$ cat config.mk
export PLATFORM = sky130hd
export DESIGN_NAME = slicer_err_gen
export DESIGN_NICKNAME = d
export VERILOG_FILES = /design/src/rtl/slicer_err_gen.sv
export SDC_FILE = /design/constraint.sdc
export NUM_CORES = 1
export LEC_CHECK = 0
export BUFFER_PORTS_ARGS = -buffer_cell sky130_fd_sc_hd__buf_2
export CORE_ASPECT_RATIO = 0.5
export CORE_UTILIZATION = 63
export CTS_BUF_LIST = sky130_fd_sc_hd__clkbuf_2
export DETAILED_ROUTE_END_ITERATION = 12
export PLACE_DENSITY = 0.8
export SYNTH_ARGS = -nofsm -noshare
export SYNTH_HDL_FRONTEND = slang
export SYNTH_SLANG_ARGS = --single-unit
$ cat constraint.sdc
create_clock -name sys_clk -period 10.85 [get_ports sys_clk]
set_clock_uncertainty 0.05 [all_clocks]
set_input_delay 2.7125 -clock sys_clk [delete_from_list [all_inputs] [get_ports sys_clk]]
set_output_delay 2.7125 -clock sys_clk [all_outputs]
set_load 0.03 [all_outputs]
$ cat src/rtl/slicer_err_gen.sv
// rtl/slicer_err_gen.sv - decision-directed 4-ASK slicer with error output and averaging-window strobe
module slicer_err_gen #(
    parameter int LFSR_WID = 22
) (
    input  logic                sys_clk,
    input  logic                reset,
    input  logic                sym_clk_en,
    input  logic signed [17:0]  sample_in,
    input  logic signed [17:0]  ref_level,
    output logic [1:0]          decision,
    output logic signed [17:0]  error,
    output logic                err_valid,
    output logic                clr_acc
);

    logic signed [17:0]    s1;
    logic                  s1_valid;
    logic signed [17:0]    ref_hold;
    logic                  ref_reload;
    logic [LFSR_WID-1:0]   win_cnt;

    logic signed [17:0]    ref_clamped;
    logic signed [17:0]    a_cur;
    logic signed [19:0]    a_w;
    logic signed [19:0]    two_a;
    logic signed [19:0]    three_a;
    logic signed [19:0]    s1_w;
    logic signed [19:0]    level;
    logic signed [19:0]    diff;
    logic [1:0]            dec_nx;
    logic signed [17:0]    err_nx;

    // The reload strobe also writes the window's first error, so it slices
    // against the incoming reference to keep one level per window.
    always_comb begin
        ref_clamped = ref_level[17] ? 18'sd0 : ref_level;
        a_cur       = ref_reload ? ref_clamped : ref_hold;
        a_w         = {{2{a_cur[17]}}, a_cur};
        two_a       = a_w <<< 1;
        three_a     = two_a + a_w;
        s1_w        = {{2{s1[17]}}, s1};
        dec_nx      = 2'b00;
        level       = -three_a;
        if (s1_w >= two_a) begin
            dec_nx = 2'b11;
            level  = three_a;
        end else if (s1_w >= 20'sd0) begin
            dec_nx = 2'b10;
            level  = a_w;
        end else if (s1_w >= -two_a) begin
            dec_nx = 2'b01;
            level  = -a_w;
        end
        diff = s1_w - level;
        if (diff > 20'sd131071)
            err_nx = 18'sh1ffff;
        else if (diff < -20'sd131072)
            err_nx = 18'sh20000;
        else
            err_nx = diff[17:0];
    end

    always_ff @(posedge sys_clk) begin
        if (reset) begin
            s1         <= '0;
            s1_valid   <= 1'b0;
            ref_hold   <= '0;
            ref_reload <= 1'b1;
            win_cnt    <= '0;
            decision   <= 2'b00;
            error      <= '0;
            err_valid  <= 1'b0;
            clr_acc    <= 1'b0;
        end else begin
            clr_acc <= 1'b0;
            if (clr_acc)
                ref_reload <= 1'b1;
            if (sym_clk_en) begin
                s1        <= sample_in;
                s1_valid  <= 1'b1;
                decision  <= dec_nx;
                error     <= err_nx;
                err_valid <= s1_valid;
                if (ref_reload) begin
                    ref_hold   <= ref_clamped;
                    ref_reload <= 1'b0;
                end
                // Only real errors advance the window; wrap marks its last one.
                if (s1_valid) begin
                    win_cnt <= win_cnt + LFSR_WID'(1);
                    if (win_cnt == '1)
                        clr_acc <= 1'b1;
                end
            end
        end
    end

endmodule

Word level (Yosys, flattened, before mapping)
Cells that the tools add are included.

operators by class
  eq/ne operators = 1
  add/subtract/negate cells = 6
  bitwise operators = 2
  $lt $le $gt $ge = 5
  reduce and logical (&&, ||, !) cells = 2
  multiplexer cells = 14

operators with widths
  operator                                                                              number
  20-bit two-way mux                                                                    3
  18-bit two-way mux                                                                    3
  22-bit by 1-bit adder with 22-bit output, second input constant                       1
  22-bit equality test, second input constant                                           1
  19-bit by 18-bit adder with 20-bit output                                             1
  18-bit by 20-bit greater-or-equal comparator with 1-bit output                        1
  20-bit by 18-bit > comparator with 1-bit output, second input constant                1
  20-bit by 18-bit < comparator with 1-bit output, second input constant                1
  18-bit negation with 20-bit output                                                    1
  19-bit negation with 20-bit output                                                    1
  20-bit negation                                                                       1
  18-bit by 20-bit subtractor with 20-bit output                                        1
  18-bit by 19-bit greater-or-equal comparator with 1-bit output                        1
  18-bit by 1-bit greater-or-equal comparator with 1-bit output, second input constant  1
  17-bit two-way mux                                                                    1
  1-bit two-way mux                                                                     5
  2-bit two-way mux                                                                     2
  3-bit OR reduction                                                                    1
  1-bit inverter                                                                        2
  2-bit AND reduction                                                                   1

storage, ports and cells
  logic and storage cells = 39
  bits of input ports = 39
  output and inout port bits = 22
  register bits after elaboration = 82

Longest topological paths before layout
  depth after elaboration = 11
  gate-level depth with buffers = 38
  depth with buffers taken out = 32

Least setup slack after synthesis
OpenSTA, ideal clock, no wires.

  path type = input to register
  start point = input port ref_level[17]
  end point = register error[7]
  buffers on the path = 6
  data arrival time = 9.562 ns
  setup time = 0.086 ns
  cell stages on the path = 35
  data required time = 10.714 ns
  path slack = 1.152 ns
  cells stage by stage = clkbuf_1 > nor2b_1 > mux2i_1 > ha_1 > and3_1 > clkbuf_1 > and3_1 > clkbuf_1 > nand4_1 > inv_1 > nand2_1 > xnor2_1 > ha_1 > nand4_1 > nor4_1 > o21a_1 > o21bai_1 > o31ai_1 > clkbuf_1 > clkbuf_1 > mux2i_1 > a22oi_1 > mux2_2 > ha_1 > nand4_1 > nor2_1 > a211o_1 > a221oi_1 > o31ai_1 > a21oi_1 > o21bai_1 > nor4_4 > buf_4 > o31ai_1 > a211oi_1

between the ends
  cells in the longest elaborated chain, start to end = 11
  elaborated cells on any way between the ends = 16
  classes of those cells = add/sub: 5; order compare: 4; mux: 7

RTL lines
  what                                                                                               RTL line  source
  from (decl)                                                                                        9         input logic signed [17:0] ref_level,
  17-bit two-way mux *                                                                               36        ref_clamped = ref_level[17] ? 18'sd0 : ref_level;
  18-bit two-way mux *                                                                               -
  19-bit by 18-bit adder with 20-bit output or 19-bit negation with 20-bit output (tied branches)    40, 50
  20-bit negation or 18-bit by 20-bit greater-or-equal comparator with 1-bit output (tied branches)  43, 50
  20-bit two-way mux                                                                                 50        end else if (s1_w >= -two_a) begin
  20-bit two-way mux                                                                                 47        end else if (s1_w >= 20'sd0) begin
  20-bit two-way mux *                                                                               44        if (s1_w >= two_a) begin
  18-bit by 20-bit subtractor with 20-bit output *                                                   54        diff = s1_w - level;
  20-bit by 18-bit < comparator with 1-bit output                                                    57        else if (diff < -20'sd131072)
  18-bit two-way mux                                                                                 57
  18-bit two-way mux *                                                                               55        if (diff > 20'sd131071)
  to (signal assigned)                                                                               82        error <= err_nx;
  to (decl)                                                                                          11        output logic signed [17:0] error,

Mark *: on every way between the ends. The rest lies on a longest branch, timed or not.
A chain may end at the register's enable or synchronous reset.

Worst setup path after layout
  start point = input port ref_level[17]
  end point = register error[10]

Same word-level chain as after synthesis.

==> out/qor.csv <==
stage;metric;value;unit
clocking;cts_tree;built;
worst_setup_path;worst-path-max-fanout;33;
worst_setup_path;cp-end-kind;flop;
placed_design;port_buffers;60;
timing;hold_ws;0.424;ns
synthesis;synth.top_cell.area_share;20.7;%
route;drt_iter0_drc;625;
final_layout;stdcell_count;1235;
timing;timing.final.crit_share;94.5;%
timing;slew_headroom;39.8;%
final_layout;drive_gt1_share;12.7;%
clocking;clock_latency;0.58;ns
synthesis;yosys.area.top_type;dfxtp_1;
timing;finalSetupViolCount;0;
die;num_io_pins;61;
min_path;hp-class;reg2reg;
route;first_pass_iters;5;
die;chipWidth;161;um
power;peakVddDrop;0.000121;V
die;core;12100;um2
run_status;run_status;complete, no violations;
clocking;clock_path_buffers;2;
worst_setup_path;crit_type;in2reg;
clocking;cts-root-buf;clkbuf_2;
grt;grt_pass1_vias;6680;
final_layout;final_nets;1194;
placed_design;hpwl;17.6;mm
clocking;hold_buffers;0;
clocking;numCtsBuffers;9;
route;vias_per_cell;6.36;
grt;grt_max_degree;84;
synthesis;synthTopCellsByCount;nor2_1, nand2_1, ha_1, dfxtp_1, a21oi_1;
synthesis;synthTopCellsByArea;dfxtp_1, ha_1, nor2_1, mux2i_1, xnor2_1;
worst_setup_path;worstPathRequired;11.26;ns
worst_setup_path;slowest_stage;o31ai_1;
synthesis;synth_edf_count;0;
min_path;hp-start;ref_hold[11]$_SDFFE_PP0P_;
timing;tightest_slew;0.903;ns
worst_setup_path;worstSetupStartpoint;ref_level[17];
timing;final_max_slew_viol_count;0;
placed_design;gp_congestion;1.05;
timing;tns;0;ns
worst_setup_path;cp.arrival;10.66;ns
timing;hold_violations;0;
die;core.rowCount;28;
worst_setup_path;cp_common_cell;buf_4;
grt;antenna_found_initial;0;
clocking;numClockSinks;82;
route;vias;7858;
synthesis;synth_cells;1020;
route;remaining_drc_errors;0;
timing;max_freq;97.6;MHz
clocking;htree_levels;3;
die;dieArea;13100;um2
clocking;clkTransAtPathRegs;0.26;ns
timing;min_period;10.25;ns
power;p_per_area;135;nW/um2
synthesis;synth-seq-cells;82;
route;detail_route.wl_per_cell;18.4;um
route;drt-total-wl;22.8;mm
run;cap_viol_max_count;0;
synthesis;yosys_warnings;0;
synthesis;synth.most_common_cell;nor2_1;
synthesis;postSynthAreaPerCell;7.79;um2
grt;grt_use_total;35.0;%
synthesis;synth_cell_type_count;82;
placed_design;dp_slack;0.218;ns
timing;setup_ws;0.600;ns
worst_setup_path;slowest_delay;0.60;ns
die;die_h;81.4;um
synthesis;async_flop_share;0;%
clocking;cts_setup_buffers;0;
final_layout;finish.utilization;71.2;%
synthesis;synth.yosys.seq_area_share;20.7;%
final_layout;antenna_cells;0;
grt;grt_pass1_wl;35.7;mm
placed_design;dp_cells;1219;
die;start_util;66.0;%
route;antenna_left;0;
final_layout;nFillCells;1022;
synthesis;synth_flop_cell;dfxtp_1;
power;leakage;3.82;nW
final_layout;area_delta_synth_final;7.98;%
synthesis;synth_area;7950;um2
grt;grt_overflow;0;
worst_setup_path;r2r_start;ref_reload$_SDFF_PP1_;
timing;grt_setup_unrepaired;no;
synthesis;synth_nets;1149;
worst_setup_path;crit_path_start_kind;primary input;
[critical path, delay by kind of cell]
family / cells / cell delay (ns)
XOR/XNOR: 1 / 0.15
AO/OA/AOI/OAI: 14 / 2.69
multiplexers: 1 / 0.51
buffers and inverters: 5 / 1.35
AND/OR/NAND/NOR: 11 / 2.19
adder cells (fa/ha/maj): 3 / 1.00
[per-layer routing]
metal  global-route usage [%]  share of wire [%]  up-vias
li1                         -                  -     3794
met1                     54.5                 50     3687
met2                     48.7                 38      341
met3                     6.67                9.7       36
met4                     7.17                1.8        0
met5                        0                  0        -
[stage by stage]
| stage | cell area [um2] | total power, mW |
|---|---|---|
| final | 8580 | 1.16 |
| after global placement | 8430 | 0.924 |
| after detailed placement | 8430 | 0.934 |
| after global routing | 8580 | 1.23 |
| after CTS | 8570 | 1.14 |
| after floorplan | 7950 | 0.790 |
[what timing repair did]
action / CTS / global route
hold endpoints to repair: 0 / 0
endpoints found under the setup margin: 0 / 2
gates resized for setup: 0 / 2
[cells in the final DEF (no fill, tap or decap), types with 12 or more instances in the layout]
cell type  count
nor2_1       114
nand2_1       92
ha_1          88
dfxtp_1       82
a21oi_1       69
buf_2         60
o21ai_0       46
inv_1         44
xnor2_1       43
mux2i_1       42
nand3_1       28
nor2b_1       24
o31ai_1       22
xor2_1        20
nand4_1       19
buf_4         19
nor3_1        17
and3_1        16
o211ai_1      13
nand2b_1      12
and2_1        12
[worst paths after layout]
check	to	slack, ns	cells after the start
max	error[10]$_SDFFE_PP0P_	0.60	35
min	ref_hold[11]$_SDFFE_PP0P_	0.42	2
max reg2reg	error[10]$_SDFFE_PP0P_	2.40	34
min reg2reg	ref_hold[11]$_SDFFE_PP0P_	0.42	2
[layout make-up]
class,count,area (um2),area share (%)
sequential,82,1640,19.1
tap,165,206,2.41
timing repair buffer,79,443,5.16
inverter,45,169,1.97
multi-input combinational,848,5980,69.6
clock inverter,6,97.6,1.14
clock buffer,10,50.0,0.583
[kinds of logic (layout without fill, tap and decap cells)]
group | after synthesis | count (layout) | synth area share, %
simple gates | 372 | 372 | 23.1
compound gates | 275 | 275 | 24.4
fa+ha+maj | 91 | 91 | 14.5
buf+inv | 90 | 140 | 4.47
flops | 82 | 82 | 20.7
xor+xnor | 63 | 63 | 6.94
mux | 47 | 47 | 6.00
[where the power goes]
part	internal, mW	switching (mW)	leakage (nW)
clock	0.0808	0.124	0.0886
sequential	0.328	0.0185	0.672
combinational	0.226	0.378	3.06
[state kept, by name (all words and copies together) (netlist names)]
signal      flops
clr_acc         1
s1_valid        1
error          18
ref_reload      1
err_valid       1
win_cnt        22
decision        2
s1             18
ref_hold       18
(Power assumes the default switching activity.)
